[src/rtl/a2d_sched_pkg.sv]
`default_nettype none
// ============================================================================
//  Module      : a2d_sched_pkg
//  Description : Shared types and helpers for the A2D conversion scheduler:
//                FSM state encoding, channel count and the SPI command
//                formatter used by the scheduler.
//  Revision    : 1.0 - initial release
// ============================================================================
package a2d_sched_pkg;

   localparam int A2D_NUM_CH = 8;

   typedef enum logic [2:0] {
      ST_IDLE  = 3'd0,
      ST_CMD   = 3'd1,
      ST_DEAD  = 3'd2,
      ST_READ  = 3'd3,
      ST_STORE = 3'd4
   } a2d_sched_state_t;

   // Converter command word: channel select lives in bits [13:11].
   function automatic logic [15:0] a2d_cmd(input logic [2:0] ch);
      return {2'b00, ch, 11'h000};
   endfunction

endpackage
`default_nettype wire

[src/rtl/a2d_sched_rr_arb8.sv]
`default_nettype none
// ============================================================================
//  Module      : rr_arb8
//  Description : Combinational 8-way round-robin pick. Selects the lowest
//                pending index strictly above 'last', wrapping through 0 and
//                finally 'last' itself.
//  Ports       : pend [7:0] in  - pending request vector
//                last [2:0] in  - most recently granted index
//                gnt  [2:0] out - granted index (0 when nothing pending)
//                vld        out - a request is pending
//  Revision    : 1.0 - initial release
// ============================================================================
module rr_arb8
   import a2d_sched_pkg::*;
(
   input  logic [7:0] pend,
   input  logic [2:0] last,
   output logic [2:0] gnt,
   output logic       vld
);

   logic [2:0] idx;

   // Scan last+1, last+2, ... last+8 (== last); the first hit wins.
   always_comb begin
      gnt = 3'd0;
      vld = 1'b0;
      idx = 3'd0;
      for (int i = 1; i <= A2D_NUM_CH; i++) begin
         idx = last + 3'(i);
         if (!vld && pend[idx]) begin
            gnt = idx;
            vld = 1'b1;
         end
      end
   end

endmodule
`default_nettype wire

[src/rtl/a2d_sched.sv]
`default_nettype none
// ============================================================================
//  Module      : a2d_sched
//  Description : Conversion scheduler / arbiter for the shared 8-channel SPI
//                A2D converter. Requests come from a periodic frame timer
//                and a one-shot software port; they are granted round-robin
//                and each runs a command transaction followed by a read
//                transaction. Each result is emitted as a one-cycle tagged
//                strobe.
//  Options     : A2D_SCHED_OVR_EN - builds sticky per-channel overrun flags;
//                without it 'ovr' is tied to zero and 'ovr_clr' is ignored.
//  Ports       : clk, rst_n (async, active-low)
//                ch_en[7:0], period[PERIOD_W-1:0]   - frame timer setup
//                sw_req, sw_ch[2:0]                 - software request
//                wrt, cmd[15:0], done, rd_data[15:0] - SPI master handshake
//                res_vld, res_ch[2:0], res_data[11:0] - result strobe
//                busy, ovr[7:0], ovr_clr           - status
//  Revision    : 1.0 - initial release
// ============================================================================
module a2d_sched
   import a2d_sched_pkg::*;
#(
   parameter int PERIOD_W = 16
)
(
   input  logic                clk,
   input  logic                rst_n,
   input  logic [7:0]          ch_en,
   input  logic [PERIOD_W-1:0] period,
   input  logic                sw_req,
   input  logic [2:0]          sw_ch,
   output logic                wrt,
   output logic [15:0]         cmd,
   input  logic                done,
   input  logic [15:0]         rd_data,
   output logic                res_vld,
   output logic [2:0]          res_ch,
   output logic [11:0]         res_data,
   output logic                busy,
   output logic [7:0]          ovr,
   input  logic                ovr_clr
);

   a2d_sched_state_t    state;
   a2d_sched_state_t    state_d;
   logic [PERIOD_W-1:0] frame_cnt;
   logic                tick;
   logic [7:0]          pend;
   logic [7:0]          req_vec;
   logic [7:0]          gnt_vec;
   logic [2:0]          last;
   logic [2:0]          cur_ch;
   logic [2:0]          gnt_ch;
   logic                gnt_vld;
   logic                grant_now;

   // Upper read bits carry no conversion data.
   logic unused_rd_hi;
   assign unused_rd_hi = ^rd_data[15:12];

   // ------------------------------------------------------------------------
   // Frame timer. Comparing with >= lets a shortened period take effect by
   // wrapping on the next cycle instead of running past the new end.
   // ------------------------------------------------------------------------
   assign tick = (period != '0) && (frame_cnt >= (period - PERIOD_W'(1)));

   always_ff @(posedge clk or negedge rst_n) begin
      if (!rst_n) begin
         frame_cnt <= '0;
      end else if (period == '0 || tick) begin
         frame_cnt <= '0;
      end else begin
         frame_cnt <= frame_cnt + PERIOD_W'(1);
      end
   end

   // ------------------------------------------------------------------------
   // Pending requests. Set wins over the grant clear so a request landing in
   // the grant cycle yields one extra conversion.
   // ------------------------------------------------------------------------
   assign req_vec   = (tick ? ch_en : 8'h00) | (sw_req ? (8'd1 << sw_ch) : 8'h00);
   assign grant_now = (state == ST_IDLE) && gnt_vld;
   assign gnt_vec   = grant_now ? (8'd1 << gnt_ch) : 8'h00;

   always_ff @(posedge clk or negedge rst_n) begin
      if (!rst_n) begin
         pend <= 8'h00;
      end else begin
         pend <= (pend & ~gnt_vec) | req_vec;
      end
   end

   rr_arb8 u_arb (
      .pend (pend),
      .last (last),
      .gnt  (gnt_ch),
      .vld  (gnt_vld)
   );

   // ------------------------------------------------------------------------
   // Transaction FSM
   // ------------------------------------------------------------------------
   always_ff @(posedge clk or negedge rst_n) begin
      if (!rst_n) begin
         state <= ST_IDLE;
      end else begin
         state <= state_d;
      end
   end

   // cmd tracks the grant combinationally in the grant cycle, then cur_ch
   // keeps it stable for the rest of the conversion.
   always_comb begin
      state_d = state;
      wrt     = 1'b0;
      cmd     = a2d_cmd(cur_ch);
      case (state)
         ST_IDLE: begin
            cmd = 16'h0000;
            if (gnt_vld) begin
               wrt     = 1'b1;
               cmd     = a2d_cmd(gnt_ch);
               state_d = ST_CMD;
            end
         end
         ST_CMD: begin
            // Data returned with the command transaction belongs to the
            // previously selected channel and is dropped.
            if (done) state_d = ST_DEAD;
         end
         ST_DEAD: begin
            wrt     = 1'b1;
            state_d = ST_READ;
         end
         ST_READ: begin
            if (done) state_d = ST_STORE;
         end
         ST_STORE: begin
            state_d = ST_IDLE;
         end
         default: begin
            state_d = ST_IDLE;
         end
      endcase
   end

   assign busy = (state != ST_IDLE);

   always_ff @(posedge clk or negedge rst_n) begin
      if (!rst_n) begin
         last     <= 3'd7;
         cur_ch   <= 3'd0;
         res_ch   <= 3'd0;
         res_data <= 12'h000;
         res_vld  <= 1'b0;
      end else begin
         if (grant_now) begin
            last   <= gnt_ch;
            cur_ch <= gnt_ch;
         end
         if (state == ST_READ && done) begin
            res_ch   <= cur_ch;
            res_data <= rd_data[11:0];
         end
         res_vld <= (state == ST_STORE);
      end
   end

   // ------------------------------------------------------------------------
   // Overrun flags: a request for a channel that is already queued or is the
   // one currently converting.
   // ------------------------------------------------------------------------
`ifdef A2D_SCHED_OVR_EN
   logic [7:0] cur_vec;
   logic [7:0] ovr_set;
   logic [7:0] ovr_q;

   assign cur_vec = busy ? (8'd1 << cur_ch) : 8'h00;
   assign ovr_set = req_vec & (pend | cur_vec);

   always_ff @(posedge clk or negedge rst_n) begin
      if (!rst_n) begin
         ovr_q <= 8'h00;
      end else begin
         ovr_q <= (ovr_clr ? 8'h00 : ovr_q) | ovr_set;
      end
   end

   assign ovr = ovr_q;
`else
   logic unused_ovr_clr;
   assign unused_ovr_clr = ovr_clr;
   assign ovr = 8'h00;
`endif

endmodule
`default_nettype wire

[config.mk]
export PLATFORM = sky130hd
export DESIGN_NAME = a2d_sched
export DESIGN_NICKNAME = d
export VERILOG_FILES = /design/src/rtl/a2d_sched_pkg.sv /design/src/rtl/a2d_sched_rr_arb8.sv /design/src/rtl/a2d_sched.sv
export SDC_FILE = /design/constraint.sdc
export NUM_CORES = 1
export LEC_CHECK = 0
export ABC_AREA = 1
export BUFFER_PORTS_ARGS = -buffer_cell sky130_fd_sc_hd__buf_2
export CAP_MARGIN = 20
export CORE_MARGIN = 3
export CORE_UTILIZATION = 44
export CTS_BUF_LIST = sky130_fd_sc_hd__clkbuf_16
export DETAILED_ROUTE_END_ITERATION = 7
export GPL_TIMING_DRIVEN = 0
export PLACE_DENSITY = 0.67
export SYNTH_ARGS = -nofsm -noshare
export SYNTH_HDL_FRONTEND = slang
export SYNTH_SLANG_ARGS = --single-unit
[constraint.sdc]
create_clock -name clk -period 3.5 [get_ports clk]
set_clock_uncertainty 0.2 [all_clocks]
set_input_delay 0 -clock clk [delete_from_list [all_inputs] [get_ports clk]]
set_output_delay 0 -clock clk [all_outputs]
set_load 0.01 [all_outputs]
## After elaboration in Yosys (flattened, before gate mapping)

Index checks and enable logic that the tools add are counted.

| operators by class | value |
|---|---|
| $add $sub $neg | 9 |
| $mul | 0 |
| divide/modulo/power cells | 0 |
| order comparisons | 9 |
| equal/unequal tests | 7 |
| shifts and indexed selects | 2 |
| mux-type cells | 44 |
| bitwise gates (word level) | 4 |
| reduce and logical (&&, ||, !) cells | 23 |

Operators by type and width:

| operator | number |
|---|---|
| 3-bit two-way mux | 11 |
| 3-bit by 4-bit less-than comparator with 1-bit output (second input constant) | 8 |
| 14-bit two-way mux | 2 |
| 1-bit binary-select mux with 3-bit select | 8 |
| 8-bit two-way mux | 3 |
| 1-bit two-way mux | 17 |
| 16-bit by 1-bit adder with 16-bit output (second input constant) | 1 |
| 16-bit greater-or-equal comparator | 1 |
| 16-bit logical NOT | 1 |
| 16-bit two-way mux | 1 |
| 8-bit bitwise OR | 2 |
| 16-bit nonzero test | 1 |
| 1-bit by 3-bit left shift with 8-bit output (first input constant) | 2 |
| 16-bit by 1-bit subtractor with 16-bit output (second input constant) | 1 |
| 3-bit adder (second input constant) | 4 |
| 3-bit case mux with 4 select lines | 1 |
| 1-bit logical AND | 10 |
| 8-bit bitwise AND | 1 |
| 8-bit NOT | 1 |
| 1-bit logical NOT | 7 |
| 3-bit by 2-bit adder with 3-bit output (second input constant) | 2 |
| 3-bit by 2-bit == test with 1-bit output (second input constant) | 2 |
| 2-bit != test (second input constant) | 3 |
| 3-bit by 1-bit adder with 3-bit output (second input constant) | 1 |
| 7 further kinds | 7 |

| storage, ports and cells | value |
|---|---|
| register bits | 49 |
| latch bits | 0 |
| RAM bits | 0 |
| bits in read-only memories | 0 |
| input bits | 48 |
| memories | 0 |

## Longest topological paths before layout

| logic depth | value |
|---|---|
| depth after elaboration | 30 |
| depth in mapped cells | 22 |
| gate-level depth less buffers | 22 |

## Cells and area by module

From an unflattened synthesis, not the netlist that was laid out.

| unflattened totals | value |
|---|---|
| cells, all modules | 548 |
| area, all modules | 3856.2 um^2 |

Modules (own cells, without submodules):

| module | times used | cells each | area each (um^2) | sequential area each (um^2) |
|---|---|---|---|---|
| a2d_sched | 1 | 406 | 3093.0 | 1229.9 |
| rr_arb8 | 1 | 142 | 763.2 | 0.0 |

## Worst setup path before layout

Ideal clock, no wire load.

| timing | value |
|---|---|
| path kind | input-to-reg |
| from | input port period[1] |
| to | register frame_cnt[11] |
| setup time | 88 ps |
| arrival time | 2469 ps |
| required time | 3212 ps |
| setup slack | 743 ps |
| stages on the path | 19 |
| path through | nor2_1 -> nand2_1 -> nor3_1 -> nand2_1 -> nor3_1 -> nand2_1 -> nor2_1 -> nand3_1 -> xor2_1 -> inv_1 -> ha_1 -> nand2_1 -> inv_1 -> nand3_1 -> inv_1 -> a21oi_1 -> nand4_1 -> buf_4 -> nor3b_1 |

| between the ends | value |
|---|---|
| word-level cells in the longest chain between the ends | 5 |
| elaborated cells on any way between the ends | 7 |
| those cells by class | 1 x add/sub; 1 x order compare; 1 x mux; 4 x reduce/logical |

RTL lines:

| element | line | source |
|---|---|---|
| start, declared | a2d_sched.sv:29 | `input logic [PERIOD_W-1:0] period,` |
| 16-bit by 1-bit subtractor with 16-bit output | a2d_sched.sv:65 | `assign tick = (period != '0) && (frame_cnt >= (period - PERIOD_W'(1)));` |
| 16-bit greater-or-equal comparator | a2d_sched.sv:65 |  |
| 1-bit logical AND | a2d_sched.sv:65 |  |
| 1-bit logical OR * | a2d_sched.sv:70 | `end else if (period == '0 \|\| tick) begin` |
| 16-bit two-way mux * | a2d_sched.sv:70 |  |
| end signal, assigned | a2d_sched.sv:73 | `frame_cnt <= frame_cnt + PERIOD_W'(1);` |
| end, declared | a2d_sched.sv:46 | `logic [PERIOD_W-1:0] frame_cnt;` |

Mark *: on every way between the ends. The rest lies on a longest branch, timed or not.
A chain may end at the register's enable or synchronous reset.

## Final worst setup path

| timing | value |
|---|---|
| from | register last[1] |
| to | output port cmd[13] |

| between the ends | value |
|---|---|
| word-level cells in the longest chain between the ends | 27 |
| elaborated cells on any way between the ends | 55 |
| those cells by class | 7 x add/sub; 34 x mux; 14 x reduce/logical |

RTL lines:

| element | line | source |
|---|---|---|
| start, declared | a2d_sched.sv:51 | `logic [2:0] last;` |
| start signal, assigned | a2d_sched.sv:158 | `last <= gnt_ch;` |
| 3-bit by 1-bit adder with 3-bit output | a2d_sched_rr_arb8.sv:30 | `idx = last + 3'(i);` |
| 1-bit binary-select mux with 3-bit select | a2d_sched_rr_arb8.sv:31 | `if (!vld && pend[idx]) begin` |
| 1-bit two-way mux (not written as such) | a2d_sched_rr_arb8.sv:31 |  |
| 1-bit two-way mux | a2d_sched_rr_arb8.sv:31 |  |
| 1-bit logical NOT | a2d_sched_rr_arb8.sv:31 |  |
| 1-bit logical AND | a2d_sched_rr_arb8.sv:31 |  |
| 1-bit two-way mux | a2d_sched_rr_arb8.sv:31 |  |
| 1-bit logical NOT | a2d_sched_rr_arb8.sv:31 |  |
| (+11 left out) | - |  |
| 1-bit logical NOT | a2d_sched_rr_arb8.sv:31 |  |
| 1-bit logical AND | a2d_sched_rr_arb8.sv:31 |  |
| 1-bit two-way mux | a2d_sched_rr_arb8.sv:31 |  |
| 1-bit logical NOT | a2d_sched_rr_arb8.sv:31 |  |
| 1-bit logical AND | a2d_sched_rr_arb8.sv:31 |  |
| 3-bit two-way mux or 1-bit two-way mux (tied branches) | a2d_sched_rr_arb8.sv:31 |  |
| 14-bit two-way mux * | a2d_sched.sv:120 | `if (gnt_vld) begin` |
| 14-bit two-way mux * | a2d_sched.sv:117 | `case (state)` |
| end, declared | a2d_sched.sv:33 | `output logic [15:0] cmd,` |

Mark *: on every way between the ends. The rest lies on a longest branch, timed or not. The select of a mux whose other input is x is not followed.

==> results.toml <==
[layout]
fillCellCount = 794
final_nets = 712
diodes = 0
syn_to_final_growth_pct = 26.50
final_area_um2 = 4873
final_cell_mix = "nand2_1, buf_2, inv_1"
drive_gt1_frac = 0.2512
instances_no_fill = 750
layout_commonest_cell = "nand2_1"

[route]
num_vias = 3640
drt-total-wl_um = 8941
route.detailed.drc = 0
via_per_inst = 4.853
dr.pass1.iters = 4
wl_per_cell_um = 11.92
postRouteAntennaNets = 0
drt-initial-drc-count = 167

[logic_synthesis]
synth_xor_xnor_area_share = 0.05196
synth_top_cell_by_area = "dfrtp_1"
synth-compound-area-share = 0.07860
ys.flop_type = "dfrtp_1"
netlist_instances = 525
post_synth_num_cell_types = 42
synth_fa_ha_area_frac = 0.06496
synth_area_um2 = 3852
async_reset_ff_frac = 1.000
synth_top_area_share = 0.2988
synth-edff-count = 0
synthSimpleGateAreaFrac = 0.3589
avgSynthCellArea_um2 = 7.338
synth_warnings = 0
synthTopCellsByArea = "dfrtp_1, nand2_1, ha_1"
yosysSeqAreaShare = 0.3193
synth_top_family_by_area = "simple AND/OR/NAND/NOR gates"
synthMuxAreaShare = 0
ys_seq_elements = 49

[global_routing]
grt_pass1_vias = 3616
antenna_found_initial = 0
grt_pass1_wl_um = 15720
grtUsageTotal = 0.1886
grt_max_degree = 50
grt_overflow = 0

[sta]
maxSlewViolCount = 0
hold_viol = 0
max_freq_ghz = 0.3118
fin_crit_ns = 3.207
rsz0062_at_grt = "false"
period_share = 0.9163
setup_viol = 0
worstMarginPinSlew_ns = 0.5271
tns_ns = 0
slew_headroom = 0.6459

[setup_path]
cp.arrival_ns = 3.01
r2r-start = "last[1]"
rrSetupSlack_ns = 0.56
r2r_end = "pend[6]"
crit_path_end_kind = "output port"
required_ns = 3.30
worstRegToRegCells = 17
crit_path_start_kind = "flop"
path_class = "flop to output port"
cp_max_fo = 9

[floorplan]
die_h_um = 99.57
die_area_um2 = 9914
start_util = 0.4619
core-area_um2 = 8341
io_pins = 90
fp.dieW_um = 99.57
num_rows = 33

[worst_hold_path]
hold_path.class = "input port to flop"
worstHoldStart = "sw_ch[2]"
min_to = "pend[5]"
hold_path_depth = 6

[clocking]
cts-root-buf = "clkbuf_16"
cts_tree = "done"
clkLatencyLatePin_ns = 0.29
clock_path_buffers = 2
htreeDepth = 2
path_clk_slew_ns = 0.07
cts_inserted_buffers = 5
cts.sinks = 49

[placed_design]
dp_hpwl_um = 6761
dp_cells = 713
placed_cell_area_um2 = 4374
routabilityCongestion = 0.8796
place.port_buffers = 63

[power]
swShare = 0.5194
switchingPower_mw = 2.155
pwr-share-comb = 0.662
p_clk_frac = 0.112
p_per_area_nw_per_um2 = 851.5
seqPwrFrac = 0.226
p_int_mw = 1.994
p_leak_nw = 2.585
peakVddDrop_mv = 0.3876
finalPower_mw = 4.150

[job]
cap_violations = 0

[run_status]
outcome = "finished, final reports clean"
-- layer usage --
layer  wire, um  share of wire  track usage  up-vias
met4        146          0.016      0.05777        0
met3        206          0.023      0.01683       14
met5          0              0            0        -
li1           -              -            -     1877
met2       4721           0.53       0.3497       57
met1       3866           0.43       0.2299     1692
-- stage by stage --
step	utilization	hold slack, ns	setup slack, ns
after floorplan	-	-0.4956	0.7430
after global placement	0.5245	0.0004491	0.1478
after detailed placement	0.5245	0.005167	0.09076
after CTS	0.5741	0.01271	0.03857
after global routing	0.5843	0.07121	0.03246
final	0.5843	0.01870	0.2931
-- timing repair --
item                       CTS  global route
hold endpoints to repair    67             6
setup endpoints to repair    0             5
setup buffers                0             0
gates resized for setup      0            11
hold buffers                27             1
-- state kept, by name (all words and copies together), names as in the netlist --
register / flops
frame_cnt: 16
res_data: 12
pend: 8
cur_ch: 3
last: 3
res_ch: 3
state: 3
res_vld: 1
-- worst max-delay path, cell delays in order, from the launching register on --
cell and delay, ns:
dfstp_2 0.54, buf_4 0.20, inv_4 0.09, ha_4 0.26, inv_2 0.13, nand3_1 0.11, nand2_1 0.13, nand2_2 0.07
nand2_4 0.12, nand3_4 0.09, nor2_4 0.12, nand4_1 0.12, nand2_1 0.11, nand2_2 0.09, a21oi_4 0.24, inv_1 0.07
o21ai_1 0.07, buf_2 0.15
-- worst max path at each step --
stage | startpoint | to | slack (ns) | cells after the start
detailed placement | period[2] | frame_cnt[11] | 0.09 | 20
global route | period[2] | pend[7] | 0.03 | 24
finish | last[1] | cmd[13] | 0.29 | 17
floorplan | period[1] | frame_cnt[11] | 0.74 | 19
global placement | period[2] | frame_cnt[11] | 0.15 | 20
CTS | period[1] | pend[3] | 0.04 | 24
-- power by group through the flow --
stage	Clock, mW	Sequential [mW]	Combinational, mW
floorplan	0	0.953	2.02
global route	0.494	0.963	3.09
detailed placement	0	0.943	2.65
finish	0.466	0.938	2.75
CTS	0.474	0.936	2.69
global placement	0	0.934	2.59
-- cells by family (layout without fill, tap and decap cells) --
group / count (synthesis) / in the layout
flops: 49 / 49
other cells: 1 / 21
fa+ha+maj: 20 / 20
simple gates: 283 / 283
buf+inv: 102 / 202
xor+xnor: 19 / 19
compound gates: 51 / 51
-- Yosys cell counts (6+ instances only) --
cell / instances
o21ai_0: 12
nand4_1: 6
a21oi_1: 18
inv_1: 61
xnor2_1: 7
ha_1: 20
nand2_2: 14
nand3_2: 6
nor3_1: 12
nor3b_1: 7
a22o_1: 6
dfrtp_1: 46
buf_4: 24
nand3_1: 42
nand2_1: 134
inv_2: 11
o21ai_1: 8
nor2_1: 43
xor2_1: 9
-- layout make-up --
| type | count | area [um^2] | share of cell area |
|---|---|---|---|
| tap | 105 | 131.4 | 0.02696 |
| buffer | 27 | 198.9 | 0.04082 |
| inverter | 75 | 284.0 | 0.05828 |
| timing repair buffer | 92 | 615.6 | 0.1263 |
| sequential | 49 | 1230 | 0.2524 |
| clock inverter | 3 | 18.77 | 0.003851 |
| clock buffer | 5 | 125.1 | 0.02567 |
| multi-input combinational | 394 | 2270 | 0.4657 |
No activity file was read; power rests on OpenSTA's default activity.
